`config.mk`:
```
export PLATFORM = sky130hd
export DESIGN_NAME = clock_divider_bank
export DESIGN_NICKNAME = d
export VERILOG_FILES = /design/src/rtl/clock_divider_bank.sv
export SDC_FILE = /design/constraint.sdc
export NUM_CORES = 1
export LEC_CHECK = 0
export CAP_MARGIN = 20
export CORE_ASPECT_RATIO = 2
export CORE_MARGIN = 4
export CORE_UTILIZATION = 50
export CTS_CLUSTER_SIZE = 28
export DETAILED_ROUTE_END_ITERATION = 8
export GPL_ROUTABILITY_DRIVEN = 0
export PLACE_DENSITY = 0.83
export SLEW_MARGIN = 25
export SYNTH_ARGS = -nofsm -noshare
export SYNTH_HDL_FRONTEND = slang
export SYNTH_SLANG_ARGS = --single-unit
```
`constraint.sdc`:
```
create_clock -name clock -period 1.7 [get_ports clock]
set_input_delay 0.425 -clock clock [delete_from_list [all_inputs] [get_ports clock]]
set_output_delay 0.425 -clock clock [all_outputs]
set_load 0.01 [all_outputs]
```
`src/rtl/clock_divider_bank.sv`:
```
// Clock divider bank: 1 MHz base divider, six cascaded decade stages (100 kHz .. 1 Hz) and a fast divider.
// Defining DIVIDER_STROBE_EN adds tick[7:0], a registered one-cycle strobe in the last cycle of each output period.

module clock_divider_bank #(
    parameter int CLK_FREQ_HZ = 50_000_000,
    parameter int HALF_12M    = 2
) (
    input  logic       clock,
    input  logic       reset,
    input  logic       sync_clr,
    output logic       clock_1hz,
    output logic       clock_10hz,
    output logic       clock_100hz,
    output logic       clock_1khz,
    output logic       clock_10khz,
    output logic       clock_100khz,
    output logic       clock_1mhz,
    output logic       clock_12mhz
`ifdef DIVIDER_STROBE_EN
    ,
    output logic [7:0] tick
`endif
);

    localparam int DIV     = CLK_FREQ_HZ / 1_000_000;
    localparam int HALF    = DIV / 2;
    localparam int CB_W    = (DIV > 1) ? $clog2(DIV) : 1;
    localparam int C12_W   = (HALF_12M > 1) ? $clog2(HALF_12M) : 1;
    localparam int NUM_DEC = 6;

    localparam logic [CB_W-1:0]  CB_MID     = CB_W'(HALF - 1);
    localparam logic [CB_W-1:0]  CB_LAST    = CB_W'(DIV - 1);
    localparam logic [C12_W-1:0] C12_LAST   = C12_W'(HALF_12M - 1);
    localparam logic [3:0]       MID_DIGIT  = 4'd4;
    localparam logic [3:0]       LAST_DIGIT = 4'd9;

    logic [CB_W-1:0]         cb_q, cb_nx;
    logic [C12_W-1:0]        c12_q, c12_nx;
    logic [NUM_DEC-1:0][3:0] cd_q, cd_nx;      // index 0 = 100 kHz stage, 5 = 1 Hz stage
    logic [NUM_DEC-1:0]      dec_clk_q, dec_tog;
    logic                    mhz_q, mhz_tog;
    logic                    fast_q, c12_wrap;
    logic                    chain;

    // Next-state logic; 'chain' is the parent strobe walking down the decade cascade.
    always_comb begin
        // NOTE: every signal written here gets a default first, so no path can leave one unassigned and infer a latch.
        cd_nx   = cd_q;
        dec_tog = '0;

        mhz_tog = (cb_q == CB_MID) || (cb_q == CB_LAST);
        chain   = (cb_q == CB_LAST);
        cb_nx   = chain ? '0 : cb_q + 1'b1;

        for (int k = 0; k < NUM_DEC; k++) begin
            if (chain) begin
                cd_nx[k]   = (cd_q[k] == LAST_DIGIT) ? 4'd0 : cd_q[k] + 4'd1;
                dec_tog[k] = (cd_q[k] == MID_DIGIT) || (cd_q[k] == LAST_DIGIT);
            end
            chain = chain && (cd_q[k] == LAST_DIGIT);
        end

        c12_wrap = (c12_q == C12_LAST);
        c12_nx   = c12_wrap ? '0 : c12_q + 1'b1;
    end

    // NOTE: sequential state uses non-blocking assignments so every flop sees pre-edge values.
    always_ff @(posedge clock or posedge reset) begin
        if (reset) begin
            cb_q      <= '0;
            cd_q      <= '0;
            c12_q     <= '0;
            mhz_q     <= 1'b0;
            dec_clk_q <= '0;
            fast_q    <= 1'b0;
        end else if (sync_clr) begin
            cb_q      <= '0;
            cd_q      <= '0;
            c12_q     <= '0;
            mhz_q     <= 1'b0;
            dec_clk_q <= '0;
            fast_q    <= 1'b0;
        end else begin
            cb_q      <= cb_nx;
            cd_q      <= cd_nx;
            c12_q     <= c12_nx;
            mhz_q     <= mhz_q ^ mhz_tog;
            dec_clk_q <= dec_clk_q ^ dec_tog;
            fast_q    <= fast_q ^ c12_wrap;
        end
    end

    assign clock_1mhz   = mhz_q;
    assign clock_100khz = dec_clk_q[0];
    assign clock_10khz  = dec_clk_q[1];
    assign clock_1khz   = dec_clk_q[2];
    assign clock_100hz  = dec_clk_q[3];
    assign clock_10hz   = dec_clk_q[4];
    assign clock_1hz    = dec_clk_q[5];
    assign clock_12mhz  = fast_q;

`ifdef DIVIDER_STROBE_EN
    logic [7:0] tick_nx;
    logic       chain_nx;

    // Strobes are predicted from next-state values so the registered tick lines up with the internal strobe cycle.
    always_comb begin
        tick_nx    = '0;
        chain_nx   = (cb_nx == CB_LAST);
        tick_nx[6] = chain_nx;
        for (int k = 0; k < NUM_DEC; k++) begin
            chain_nx       = chain_nx && (cd_nx[k] == LAST_DIGIT);
            tick_nx[5 - k] = chain_nx;
        end
        // The fast clock's period ends at the wrap that drives it low.
        tick_nx[7] = (c12_nx == C12_LAST) && (fast_q ^ c12_wrap);
    end

    always_ff @(posedge clock or posedge reset) begin
        if (reset) begin
            tick <= '0;
        end else if (sync_clr) begin
            tick <= '0;
        end else begin
            tick <= tick_nx;
        end
    end
`endif

endmodule

```
### Word level (Yosys, flattened, before mapping)

Index checks and enable logic that the tools add are counted.

| cells by class | value |
|---|---|
| reductions and logical operators | 18 |
| equality and inequality tests | 14 |
| add/subtract/negate cells | 8 |
| muxes and demuxes | 26 |
| bitwise operators | 3 |

Operators with widths:

| operator | number |
|---|---|
| $mux W4 | 12 |
| $add A4 B1 Y4 const B | 6 |
| $eq A4 B3 Y1 const B | 6 |
| $eq A4 B4 Y1 const B | 6 |
| $mux W24 | 1 |
| $mux W6 | 3 |
| $reduce_bool A2 Y1 | 6 |
| $mux W1 | 10 |
| $logic_or A1 B1 Y1 | 7 |
| $add A6 B1 Y6 const B | 1 |
| $eq A6 B5 Y1 const B | 1 |
| $eq A6 B6 Y1 const B | 1 |
| $xor A6 B6 Y6 | 1 |
| $logic_and A1 B1 Y1 | 5 |
| $xor A1 B1 Y1 | 2 |
| $add A1 B1 Y1 const B | 1 |

| storage, ports and cells | value |
|---|---|
| output and inout bits | 8 |
| bits in registers | 39 |
| word-level logic and storage cells | 80 |

### Depth between registers and ports, before layout

| depth | value |
|---|---|
| depth in word-level cells | 9 |
| mapped depth | 8 |
| gate-level depth less buffers | 6 |

### Worst setup path before layout

OpenSTA, ideal clock, no wires.

| timing path | value |
|---|---|
| kind | flip-flop to flip-flop |
| start | register cd_q[13] (netlist name) |
| end | register cd_q[19] (netlist name) |
| setup slack | -0.064 ns |
| stages on the path, launching flop included | 8 |
| library setup time | 0.078 ns |
| arrival | 1.686 ns |
| cell sequence | dfrtp_1 -> inv_1 -> ha_1 -> and3b_1 -> buf_2 -> nand3_1 -> or4_1 -> a21oi_1 |

| between the ends | value |
|---|---|
| word-level cells in the longest chain between the ends | 3 |

Ends and longest elaborated chain:

| element | line | source |
|---|---|---|
| start, declared | 39 | `logic [NUM_DEC-1:0][3:0] cd_q, cd_nx;` |
| start signal, assigned | 85 | `cd_q <= cd_nx;` |
| $eq A4 B4 Y1 | 60 | `chain = chain && (cd_q[k] == LAST_DIGIT);` |
| $logic_and A1 B1 Y1 | 60 |  |
| $reduce_bool A2 Y1 (no source line) | -- |  |

Every way passes these cells.
A chain may end at the register's enable or synchronous reset.

### Final worst setup path

| timing path | value |
|---|---|
| start | register cb_q[1] |
| end | register cd_q[21] (netlist name) |

| between the ends | value |
|---|---|
| word-level cells in the longest chain between the ends | 7 |

Ends and longest elaborated chain:

| element | line | source |
|---|---|---|
| start, declared | 37 | `logic [CB_W-1:0] cb_q, cb_nx;` |
| start signal, assigned | 84 | `cb_q <= cb_nx;` |
| $eq A6 B6 Y1 | 52 | `chain = (cb_q == CB_LAST);` |
| $logic_and A1 B1 Y1 (5 in series) | 60 |  |
| $reduce_bool A2 Y1 (no source line) | -- |  |

Every way passes these cells.

==> results.json <==
{
  "fp-row-count": 34,
  "setup_viol": 20,
  "antenna_found_initial": 0,
  "pwr-share-clk": 0.374,
  "min_period_over_period": 1.10,
  "cts_hold_buf": 0,
  "path_cells": "inv_2 > ha_4 > and4bb_1 > nand3_2 > buf_12 > or4b_1 > a21oi_1",
  "dpl.cell_count": 349,
  "clk_pin_slew_ns": 0.08,
  "grt_max_degree": 40,
  "path_class": "flop to flop",
  "synth_ff_type": "dfrtp_1",
  "synthArstFlopShare": 1.00,
  "r2r_cells": 7,
  "relSlewSlack": 0.776,
  "die_w_um": 56.2,
  "dpl-instance-area_sq_um": 2810,
  "vias": 2122,
  "routed-wl-met2_um": 3610,
  "min_from": "c12_q$_DFF_PP0_",
  "clk_latency_ns": 0.31,
  "ys_ff_latch": 39,
  "critical_path.endpoint_type": "flop",
  "clock-root-buffer": "clkbuf_8",
  "critPathArrivalTime_ns": 2.11,
  "hold_depth": 1,
  "die_y_um": 104,
  "route.detailed.drc": 0,
  "drive_gt1_frac": 0.297,
  "hold_viol": 0,
  "clockBufferDepth": 2,
  "multi_input_area_sq_um": 1310,
  "fillers": 330,
  "area_growth_pct": 33.0,
  "switchingPower_uw": 418,
  "critPathLaunchType": "flop",
  "drt_iter0_markers": 45,
  "dpl.hpwl_um": 4110,
  "dr.pass1.iters": 4,
  "worst_clock_skew_ns": 0.0126,
  "vias_per_cell": 5.78,
  "critPathTopFamily": "simple AND/OR/NAND/NOR gates",
  "wl_um": 6060,
  "initial_core_util": 0.526,
  "ctsHtreeMaxLevel": 2,
  "synth_seq_area_share": 0.419,
  "r2r_setup_slack_ns": -0.18,
  "hold_end": "c12_q$_DFF_PP0_",
  "p_comb_frac": 0.068,
  "syn_area_per_cell_sq_um": 9.31,
  "peakVddDrop_mv": 0.596,
  "cp_data_required_time_ns": 1.93,
  "synthDistinctLibCells": 40,
  "cellInternalPower_mw": 1.27,
  "grt_pass1_vias": 2266,
  "layoutNonFillerInstCount": 367,
  "power.density_nw_per_um2": 547,
  "status": "finished, violations left",
  "seq_area_sq_um": 976,
  "drv_slew": 0,
  "grt_overflow_total": 0,
  "cp_slowest_cell": "or4b_1",
  "cpPeakStageDelay_ns": 0.53,
  "r2r_start": "cb_q[1]$_DFF_PP0_",
  "diodes": 0,
  "wl_per_cell_um": 16.5,
  "wl_met1_um": 2240,
  "fp.coreArea_sq_um": 4420,
  "worst_slew_pin_slew_ns": 0.335,
  "synth-edff-count": 0,
  "syn_nets": 271,
  "p_leak_nw": 1.34,
  "ios": 11,
  "rsz0062_at_grt": "true",
  "top_layer": "met4",
  "post-route-min-period_ns": 1.88,
  "grt_pass1_wl_um": 9940,
  "cts_tree": "yes",
  "pwr-share-seq": 0.558,
  "fin_nets": 333,
  "worst_slack_ns": -0.178,
  "syn-cell-area_sq_um": 2330,
  "max_freq_ghz": 0.533,
  "clock_sinks": 39,
  "violations": "setup timing",
  "r2r-end": "cd_q[21]$_DFFE_PP0P_",
  "wl_met3_um": 95,
  "die_area_sq_um": 5880,
  "hp-class": "flop to flop",
  "yosys_warnings": 0,
  "synth_cells": 250,
  "cp_max_fo": 21,
  "final_antenna_net_count": 0,
  "io_buffers": 10,
  "final_common_cell": "buf_4",
  "crit_buf_inv": 2,
  "max-cap-violations": 0,
  "cts_buffers": 5,
  "hold_slack_ns": 0.444,
  "swShare": 0.247,
  "track_usage": 0.210,
  "layout_common_cells": "53 x buf_4, 39 x dfrtp_1, 25 x inv_1, 20 x a21oi_1",
  "design_area_sq_um": 3100
}
repair_timing:
| action | CTS | global route |
|---|---|---|
| setup buffers | 5 | 6 |
| setup endpoints to repair | 23 | 26 |
| resized for setup | 14 | 19 |
| pin swaps | 3 | 6 |
registers in the layout, summed over array words and instances (netlist names):
signal       cells
dec_clk_q        6
clock_12mhz      1
cd_q            24
clock_1mhz       1
c12_q            1
cb_q             6
metal layers:
layer,vias to the layer above,GRT usage
met1,1074,0.205
met2,20,0.405
met4,0,0.0900
met3,11,0.0422
li1,1017,-
met5,-,0
power by group through the flow:
| stage | Clock (mW) | Sequential, mW | Combinational (mW) |
|---|---|---|---|
| after global placement | 0 | 0.961 | 0.0958 |
| after detailed placement | 0 | 0.962 | 0.0991 |
| after CTS | 0.644 | 0.944 | 0.110 |
| after global routing | 0.685 | 0.946 | 0.126 |
| final | 0.633 | 0.944 | 0.115 |
| after floorplan | 0 | 0.964 | 0.0477 |
layout make-up:
cell class | instances | share of cell area
sequential | 39 | 0.315
clock inverter | 2 | 0.00404
clock buffer | 6 | 0.0234
inverter | 27 | 0.0327
tap | 54 | 0.0218
multi-input combinational | 173 | 0.424
timing repair buffer | 66 | 0.179
metrics by stage:
stage / power [mW] / util / setup TNS [ns] / setup slack (ns)
after floorplan: 1.01 / - / -0.149 / -0.0435
after global placement: 1.06 / 0.635 / -0.781 / -0.0806
after detailed placement: 1.06 / 0.635 / -2.62 / -0.192
after CTS: 1.70 / 0.676 / -0.987 / -0.114
after global routing: 1.76 / 0.700 / -3.86 / -0.258
final: 1.69 / 0.700 / -2.11 / -0.178
cells in the mapped netlist (4+ instances only):
cell type,n,area (sq um)
a21oi_1,27,135
a31oi_1,7,43.8
and3b_1,5,43.8
clkbuf_1,5,18.8
dfrtp_1,39,976
ha_1,18,225
inv_1,27,101
nand2_1,9,33.8
nand3_1,8,40.0
nand3b_1,6,45.0
nand4_1,6,37.5
nor2_1,17,63.8
nor2b_1,4,25.0
o21ai_0,12,60.1
o31ai_1,7,52.6
or3_1,6,37.5
or4_1,9,67.6
xnor2_1,5,43.8
cell families (layout without fill, tap and decap cells):
logic type | count (synthesis) | in the layout | synth area share
fa+ha+maj | 18 | 18 | 0.0968
simple gates | 85 | 85 | 0.227
compound gates | 62 | 62 | 0.156
xor+xnor | 7 | 7 | 0.0263
buf+inv | 38 | 101 | 0.0694
mux | 1 | 1 | 0.00484
flops | 39 | 39 | 0.419
worst max-delay path by stage:
stage               slack [ns]           startpoint                      to  cells past startpoint
finish                   -0.18    cb_q[1]$_DFF_PP0_    cd_q[21]$_DFFE_PP0P_                      7
detailed placement       -0.19  cd_q[5]$_DFFE_PP0P_  dec_clk_q[4]$_DFF_PP0_                      6
CTS                      -0.11    cb_q[1]$_DFF_PP0_    cd_q[21]$_DFFE_PP0P_                      7
floorplan                -0.04    cb_q[1]$_DFF_PP0_    cd_q[19]$_DFFE_PP0P_                      7
global placement         -0.08  cd_q[5]$_DFFE_PP0P_  dec_clk_q[2]$_DFF_PP0_                      6
global route             -0.26    cb_q[1]$_DFF_PP0_    cd_q[20]$_DFFE_PP0P_                      7
Power figures use the tool's default switching activity.
